[src/rtl/fpu_pkg.sv]
// fpu_pkg: constants shared by the FP32 multiplier and its issue controller.
//   FP_W    : floating-point word width
//   FP_QNAN : canonical quiet NaN
//   cnt_w() : width of a counter that must hold 0..depth inclusive
package fpu_pkg;
    localparam int FP_W = 32;
    localparam logic [FP_W-1:0] FP_QNAN = 32'h7FC0_0000;

    function automatic int cnt_w(input int depth);
        return $clog2(depth) + 1;
    endfunction
endpackage

[src/rtl/fpu_result_fifo.sv]
// fpu_result_fifo: synchronous in-order result FIFO with clear.
//   clk, rst_n : clock, async active-low reset
//   i_clr      : empty the FIFO this cycle (wins over push/pop)
//   i_push     : write i_data at the tail
//   i_pop      : remove the head (ignored when empty)
//   o_valid    : head holds data
//   o_head     : head data, 0 when empty
//   o_count    : number of stored entries
module fpu_result_fifo
    import fpu_pkg::*;
#(
    parameter int DEPTH = 8,
    parameter int W     = FP_W
) (
    input  logic                   clk,
    input  logic                   rst_n,
    input  logic                   i_clr,
    input  logic                   i_push,
    input  logic [W-1:0]           i_data,
    input  logic                   i_pop,
    output logic                   o_valid,
    output logic [W-1:0]           o_head,
    output logic [$clog2(DEPTH):0] o_count
);
    localparam int AW = $clog2(DEPTH);
    localparam int CW = AW + 1;

    logic [W-1:0]  r_mem [DEPTH];
    logic [AW-1:0] r_wptr, r_rptr;
    logic [CW-1:0] r_count;
    logic          w_push, w_pop;

    // Overflow guard is belt-and-braces; the credit scheme upstream never
    // pushes into a full FIFO.
    assign w_push = i_push && (r_count != CW'(DEPTH));
    assign w_pop  = i_pop && (r_count != '0);

    always_ff @(posedge clk or negedge rst_n) begin
        if (!rst_n) begin
            r_wptr  <= '0;
            r_rptr  <= '0;
            r_count <= '0;
        end else if (i_clr) begin
            r_wptr  <= '0;
            r_rptr  <= '0;
            r_count <= '0;
        end else begin
            if (w_push) r_wptr <= r_wptr + 1'b1;
            if (w_pop)  r_rptr <= r_rptr + 1'b1;
            r_count <= r_count + CW'(w_push) - CW'(w_pop);
        end
    end

    always_ff @(posedge clk) begin
        if (w_push && !i_clr) r_mem[r_wptr] <= i_data;
    end

    assign o_valid = (r_count != '0);
    assign o_head  = o_valid ? r_mem[r_rptr] : '0;
    assign o_count = r_count;
endmodule

[src/rtl/fpu_mult_issue_ctrl.sv]
// fpu_mult_issue_ctrl: credit-based issue and result buffering around the
// stall-free 3-stage FP32 multiplier.
//   clk, rst_n               : clock, async active-low reset (shared with multiplier)
//   in_valid/in_ready/in_a/b : operand handshake from the CPU side
//   flush                    : discard every queued and in-flight result
//   mult_valid_in/a/b        : issue port into the multiplier
//   mult_valid_out/result    : multiplier return port
//   out_valid/ready/result   : in-order result handshake to the consumer
//   occupancy                : FIFO entry count
//   busy                     : work in flight or queued
//   err                      : sticky, set by a return with nothing in flight
module fpu_mult_issue_ctrl
    import fpu_pkg::*;
#(
    parameter int DEPTH = 8
) (
    input  logic                   clk,
    input  logic                   rst_n,
    input  logic                   in_valid,
    output logic                   in_ready,
    input  logic [FP_W-1:0]        in_a,
    input  logic [FP_W-1:0]        in_b,
    input  logic                   flush,
    output logic                   mult_valid_in,
    output logic [FP_W-1:0]        mult_a,
    output logic [FP_W-1:0]        mult_b,
    input  logic                   mult_valid_out,
    input  logic [FP_W-1:0]        mult_result,
    output logic                   out_valid,
    input  logic                   out_ready,
    output logic [FP_W-1:0]        out_result,
    output logic [$clog2(DEPTH):0] occupancy,
    output logic                   busy,
    output logic                   err
);
    localparam int CW = cnt_w(DEPTH);

    logic [CW-1:0] r_inflight, r_drop_cnt;
    logic          r_err;
    logic [CW:0]   w_credit_used;
    logic          w_issue, w_ret, w_spur, w_push, w_pop;

    // Every issued op owns a FIFO slot from issue until it is popped, so the
    // multiplier can never return into a full FIFO. Deliberately no path
    // from out_ready.
    assign w_credit_used = {1'b0, r_inflight} + {1'b0, occupancy};
    assign in_ready      = !flush && (w_credit_used < (CW+1)'(DEPTH));
    assign w_issue       = in_valid && in_ready;

    assign mult_valid_in = w_issue;
    assign mult_a        = in_a;
    assign mult_b        = in_b;

    // A return with nothing in flight is a protocol error: flag it and
    // ignore it so the counters cannot underflow.
    assign w_ret  = mult_valid_out && (r_inflight != '0);
    assign w_spur = mult_valid_out && (r_inflight == '0);

    // Returns are discarded while owed to an earlier flush, and in a flush
    // cycle itself.
    assign w_push = w_ret && (r_drop_cnt == '0) && !flush;
    assign w_pop  = out_valid && out_ready;

    always_ff @(posedge clk or negedge rst_n) begin
        if (!rst_n) begin
            r_inflight <= '0;
            r_drop_cnt <= '0;
            r_err      <= 1'b0;
        end else begin
            r_inflight <= r_inflight + CW'(w_issue) - CW'(w_ret);
            // Everything still in flight after this cycle predates the flush.
            if (flush)
                r_drop_cnt <= r_inflight - CW'(w_ret);
            else if (w_ret && (r_drop_cnt != '0))
                r_drop_cnt <= r_drop_cnt - 1'b1;
            if (w_spur) r_err <= 1'b1;
        end
    end

    fpu_result_fifo #(.DEPTH(DEPTH), .W(FP_W)) u_fifo (
        .clk     (clk),
        .rst_n   (rst_n),
        .i_clr   (flush),
        .i_push  (w_push),
        .i_data  (mult_result),
        .i_pop   (w_pop),
        .o_valid (out_valid),
        .o_head  (out_result),
        .o_count (occupancy)
    );

    assign busy = (r_inflight != '0) || (occupancy != '0);
    assign err  = r_err;
endmodule

[config.mk]
export PLATFORM = sky130hd
export DESIGN_NAME = fpu_mult_issue_ctrl
export DESIGN_NICKNAME = d
export VERILOG_FILES = /design/src/rtl/fpu_pkg.sv /design/src/rtl/fpu_result_fifo.sv /design/src/rtl/fpu_mult_issue_ctrl.sv
export SDC_FILE = /design/constraint.sdc
export NUM_CORES = 1
export LEC_CHECK = 0
export ABC_AREA = 1
export BUFFER_PORTS_ARGS = -buffer_cell sky130_fd_sc_hd__buf_2
export CAP_MARGIN = 30
export CORE_ASPECT_RATIO = 1.2
export CORE_MARGIN = 2
export CORE_UTILIZATION = 51
export CTS_CLUSTER_DIAMETER = 100
export CTS_CLUSTER_SIZE = 12
export DETAILED_ROUTE_END_ITERATION = 8
export PLACE_DENSITY_LB_ADDON = 0.25
export SYNTH_ARGS = -nofsm -noshare
export SYNTH_HDL_FRONTEND = slang
export SYNTH_SLANG_ARGS = --single-unit
[constraint.sdc]
create_clock -name clk -period 3.1 [get_ports clk]
set_input_delay 0.62 -clock clk [delete_from_list [all_inputs] [get_ports clk]]
set_output_delay 0.62 -clock clk [all_outputs]
set_load 0.03 [all_outputs]
==> results.txt <==
The share of total power dissipated in combinational logic is 0.326. Of the available clock period, the critical path in the final layout requires 0.9668. The flow ran to the end, and the final reports show no timing, DRC or antenna violations.

The number of DRC violations after detailed routing is 0. The register share of total power came out at 0.408. After clock tree synthesis, the flow added hold-fix buffers numbering 0. The register area is 8169 um^2. The count of placed standard cells including taps came out at 1523. The leftover overflow at the end of global routing is 0. The multi-input combinational cells in the finished layout cover a total of 3213 um^2. The standard cell area after detailed placement is 12780 um^2.

The via count of the first global-routing pass came out at 7845. In the layout the commonest cells are sky130_fd_sc_hd__nor2_1, sky130_fd_sc_hd__edfxtp_1, sky130_fd_sc_hd__nand2_1. The startpoint of the most critical register-to-register path is r_inflight[2].

The synthesized netlist cell count came out at 1214. The final standard cell count with taps included and fillers excluded came out at 1561. STA classifies the critical path endpoint as a primary output. The critical path starts at u_fifo.r_rptr[0].

TritonCTS built the clock tree. The worst voltage drop across the vdd grid is 0.0006199 V. The path class of the lowest-slack min-delay path is in2async. Across the run, the number of max-cap violations was 0.

At the end of routability-driven placement, the weighted congestion stood at 0.7744. The clock net sink count came out at 275. The worst-case reg-to-reg path depth came out at 8. The total nets after synthesis came out at 1338. Counting I/O delays and the setup requirement, the final critical path takes 2.997 ns. The count of final hold-check violations came out at 0.

The cell row count is 62. At the end of the flow, the number of nets in the layout was 1355. The switching share of power is 0.3537. For this run, the total global-route usage over all layers was measured as 0.1986. Once detail routing completed, the nets flagged for antenna violations numbered 0. The data arrival at the endpoint of the critical path came out at 2.38 ns. The required time of the critical path came out at 2.48 ns. For this run, the slowest stage of the critical path takes 0.45 ns. The worst setup path is launched from a register. The number of buffers and inverters on the critical path is 2. Fill cells in the final layout number 2048.

Of the post-synthesis cell area, the dominant cell type holds 0.6197. The final routed wire length divided by cell count is 16.34 um. The cell repeated most along the worst path is sky130_fd_sc_hd__nor2_1. The register area share after synthesis came out at 0.6581. Setup repair after global routing could not meet its margin everywhere. The floorplan step defined a die boundary enclosing 25590 um^2. The number of DRC markers after the initial detailed-route iteration came out at 474.

The count of pins over their slew limit came to 0. The layout overhead on the synthesized area is 8.826%. Clock tree synthesis selected as its root buffer the cell sky130_fd_sc_hd__clkbuf_16. The number of diodes is 0. The height of the die is 174.8 um. The maximum level of the CTS H-tree is 1. Setup violations remaining at the end of the flow were counted as 0. The leakage power of the design came out at 5.426 nW. The tightest hold path in the finished design has a slack of 0.03261 ns.

The endpoint identified for the worst register-to-register timing path is u_fifo.r_mem[6][13]. The top fanout value on the critical path is 109. In the final layout, the share of cells above drive strength 1 is 0.1185. The total via count in the routed design came out at 7824.

For the worst-skew pair, the clock arrives at the later sink with an insertion delay of 0.52 ns. The maximum operating frequency is 333.7 MHz. Counting buffers and inverters, the worst setup path is 8 cells deep.

The buffer depth of the longest clock path came out at 3. The core area came out at 23890 um^2. The quantity of I/O buffers inserted on ports came out at 78.

Clock-pin slew was measured on the worst setup and hold paths at 0.06 ns. Entering global routing, the biggest net connects 110 pins. The count of different cell masters after synthesis came out at 23. The average instance area after synthesis is 10.22 um^2.

sky130_fd_sc_hd__edfxtp_1 takes more of the synthesized area than any other cell. The critical path is of the reg2out type. In this run the tightest slew margin relative to its limit is 0.4339. The design internal power is 6.800 mW. The number of antenna violations at the first check in global routing came out at 0. The clock group share of total power is 0.266. The number of buffers created by CTS is 26.

The worst register-to-register path has a setup slack of 0.65 ns. The net load switching power came out at 3.722 mW. In the post-synthesis netlist, the biggest area contributors are sky130_fd_sc_hd__edfxtp_1, sky130_fd_sc_hd__nor2_1, sky130_fd_sc_hd__nand2_1. Pin placement for this block handled 207 I/O pins. For this run, the number of Yosys warnings is 0. Traced cell by cell, the critical path runs through buf_12 -> nor2_1 -> nor2_1 -> nand2_1 -> nand3_1 -> nand2_1 -> nor2_1 -> buf_2. Broken down by cell family, the worst path's largest delay share belongs to simple AND/OR/NAND/NOR gates. The total wire length after detailed routing came out at 25500 um. The initial standard-cell utilization of the core came out at 0.5192. On the critical path, the stage with the largest delay is an instance of sky130_fd_sc_hd__dfrtp_4. The end point of the critical path is out_result[12]. The most common cell after layout, fill and taps aside is sky130_fd_sc_hd__nor2_1. The vias per cell came out at 5.012. The finished cells cover 13500 um^2. At the pin with the least slew margin, the transition time is 0.8492 ns.

The wire length of the first global-routing pass is 39920 um. The total power per unit cell area is 779.4 nW/um^2. Across the routed clock network, the largest skew measured is 0.009432 ns. The floorplan die width is 146.4 um.

The number of register bits inferred by synthesis is 275. After synthesis the cells add up to 12400 um^2. The first-pass iteration count of the detailed router came out at 5.

The half-perimeter wire length of the detailed placement result came out at 16170 um.
[layout make-up]
| class | count | area share |
|---|---|---|
| Clock buffer | 38 | 0.05311 |
| Inverter | 92 | 0.02586 |
| Timing Repair Buffer | 106 | 0.04820 |
| Sequential cell | 275 | 0.6052 |
| Tap cell | 320 | 0.02966 |
| Multi-Input combinational cell | 730 | 0.2380 |
[registers in the layout, indices dropped and copies added, names as in the netlist]
signal          cells
u_fifo.r_rptr       3
u_fifo.o_count      4
u_fifo.r_mem      256
r_inflight          4
u_fifo.r_wptr       3
err                 1
r_drop_cnt          4
[synthesized netlist by cell type]
master	instances
sky130_fd_sc_hd__a21oi_1	7
sky130_fd_sc_hd__a31o_2	1
sky130_fd_sc_hd__and2_1	2
sky130_fd_sc_hd__buf_1	10
sky130_fd_sc_hd__buf_2	18
sky130_fd_sc_hd__buf_4	75
sky130_fd_sc_hd__clkbuf_1	14
sky130_fd_sc_hd__dfrtp_1	19
sky130_fd_sc_hd__edfxtp_1	256
sky130_fd_sc_hd__fa_1	2
sky130_fd_sc_hd__ha_1	20
sky130_fd_sc_hd__inv_1	90
sky130_fd_sc_hd__inv_2	2
sky130_fd_sc_hd__nand2_1	232
sky130_fd_sc_hd__nand3_1	42
sky130_fd_sc_hd__nand4_1	1
sky130_fd_sc_hd__nor2_1	343
sky130_fd_sc_hd__o21ai_0	63
sky130_fd_sc_hd__o21ai_1	8
sky130_fd_sc_hd__o21bai_1	1
sky130_fd_sc_hd__o31ai_1	1
sky130_fd_sc_hd__xnor2_1	3
sky130_fd_sc_hd__xor2_1	4
[cell families after synthesis]
kind of cell	share of synthesized area
AOI/OAI and AO/OA	0.03339
buffers and inverters	0.08776
DFF	0.6581
adders and majority gates	0.02340
and+or+nand+nor	0.1925
xor gates and xnor gates	0.004943
[stage by stage]
stage	utilization	worst slack, ns	setup TNS (ns)	total power, mW
after global placement	0.5348	0.3899	0	7.792
after global routing	0.5650	-0.0001754	-0.0001754	11.15
final	0.5650	0.1030	0	10.52
after floorplan	-	-0.02689	-5.805	7.025
after CTS	0.5648	0.08436	0	10.63
after detailed placement	0.5348	0.3475	0	7.839
[worst reg2reg max path, delay by kind of cell, from the launching register on]
family        cells  cell delay [ns]
simple gates      5             1.01
flops             1             0.39
buf+inv           2             0.45
fa+ha+maj         1             0.24
[power by group through the flow]
stage	Combinational (mW)	Clock, mW	Sequential, mW
after floorplan	2.63	0	4.39
after global placement	3.42	0	4.37
after detailed placement	3.46	0	4.38
after CTS	3.48	2.85	4.30
after global routing	3.84	3.00	4.32
final	3.43	2.80	4.30
[how the worst min path moves through the flow]
stage	to	slack [ns]	start	cells after the start
after global placement	err	0.47	err	1
after detailed placement	err	0.46	err	1
after CTS	r_drop_cnt[0]	0.04	rst_n	1
final	r_drop_cnt[0]	0.03	rst_n	1
after global routing	err	0.06	rst_n	1
after floorplan	err	0.32	rst_n	0
[metal layers]
metal / wire, um / part of all wire / vias to the layer above / global-route usage
li1: - / - / 3901 / -
met1: 9636 / 0.38 / 3613 / 0.2253
met2: 13420 / 0.53 / 205 / 0.3717
met3: 1386 / 0.054 / 105 / 0.02742
met4: 1066 / 0.042 / 0 / 0.08859
met5: 0 / 0 / - / 0
[what timing repair did]
item / CTS / global route
hold endpoints to repair: 0 / 0
setup buffers: 0 / 0
setup endpoints to repair: 0 / 5
gates resized for setup: 0 / 3
Power figures use the tool's default switching activity.
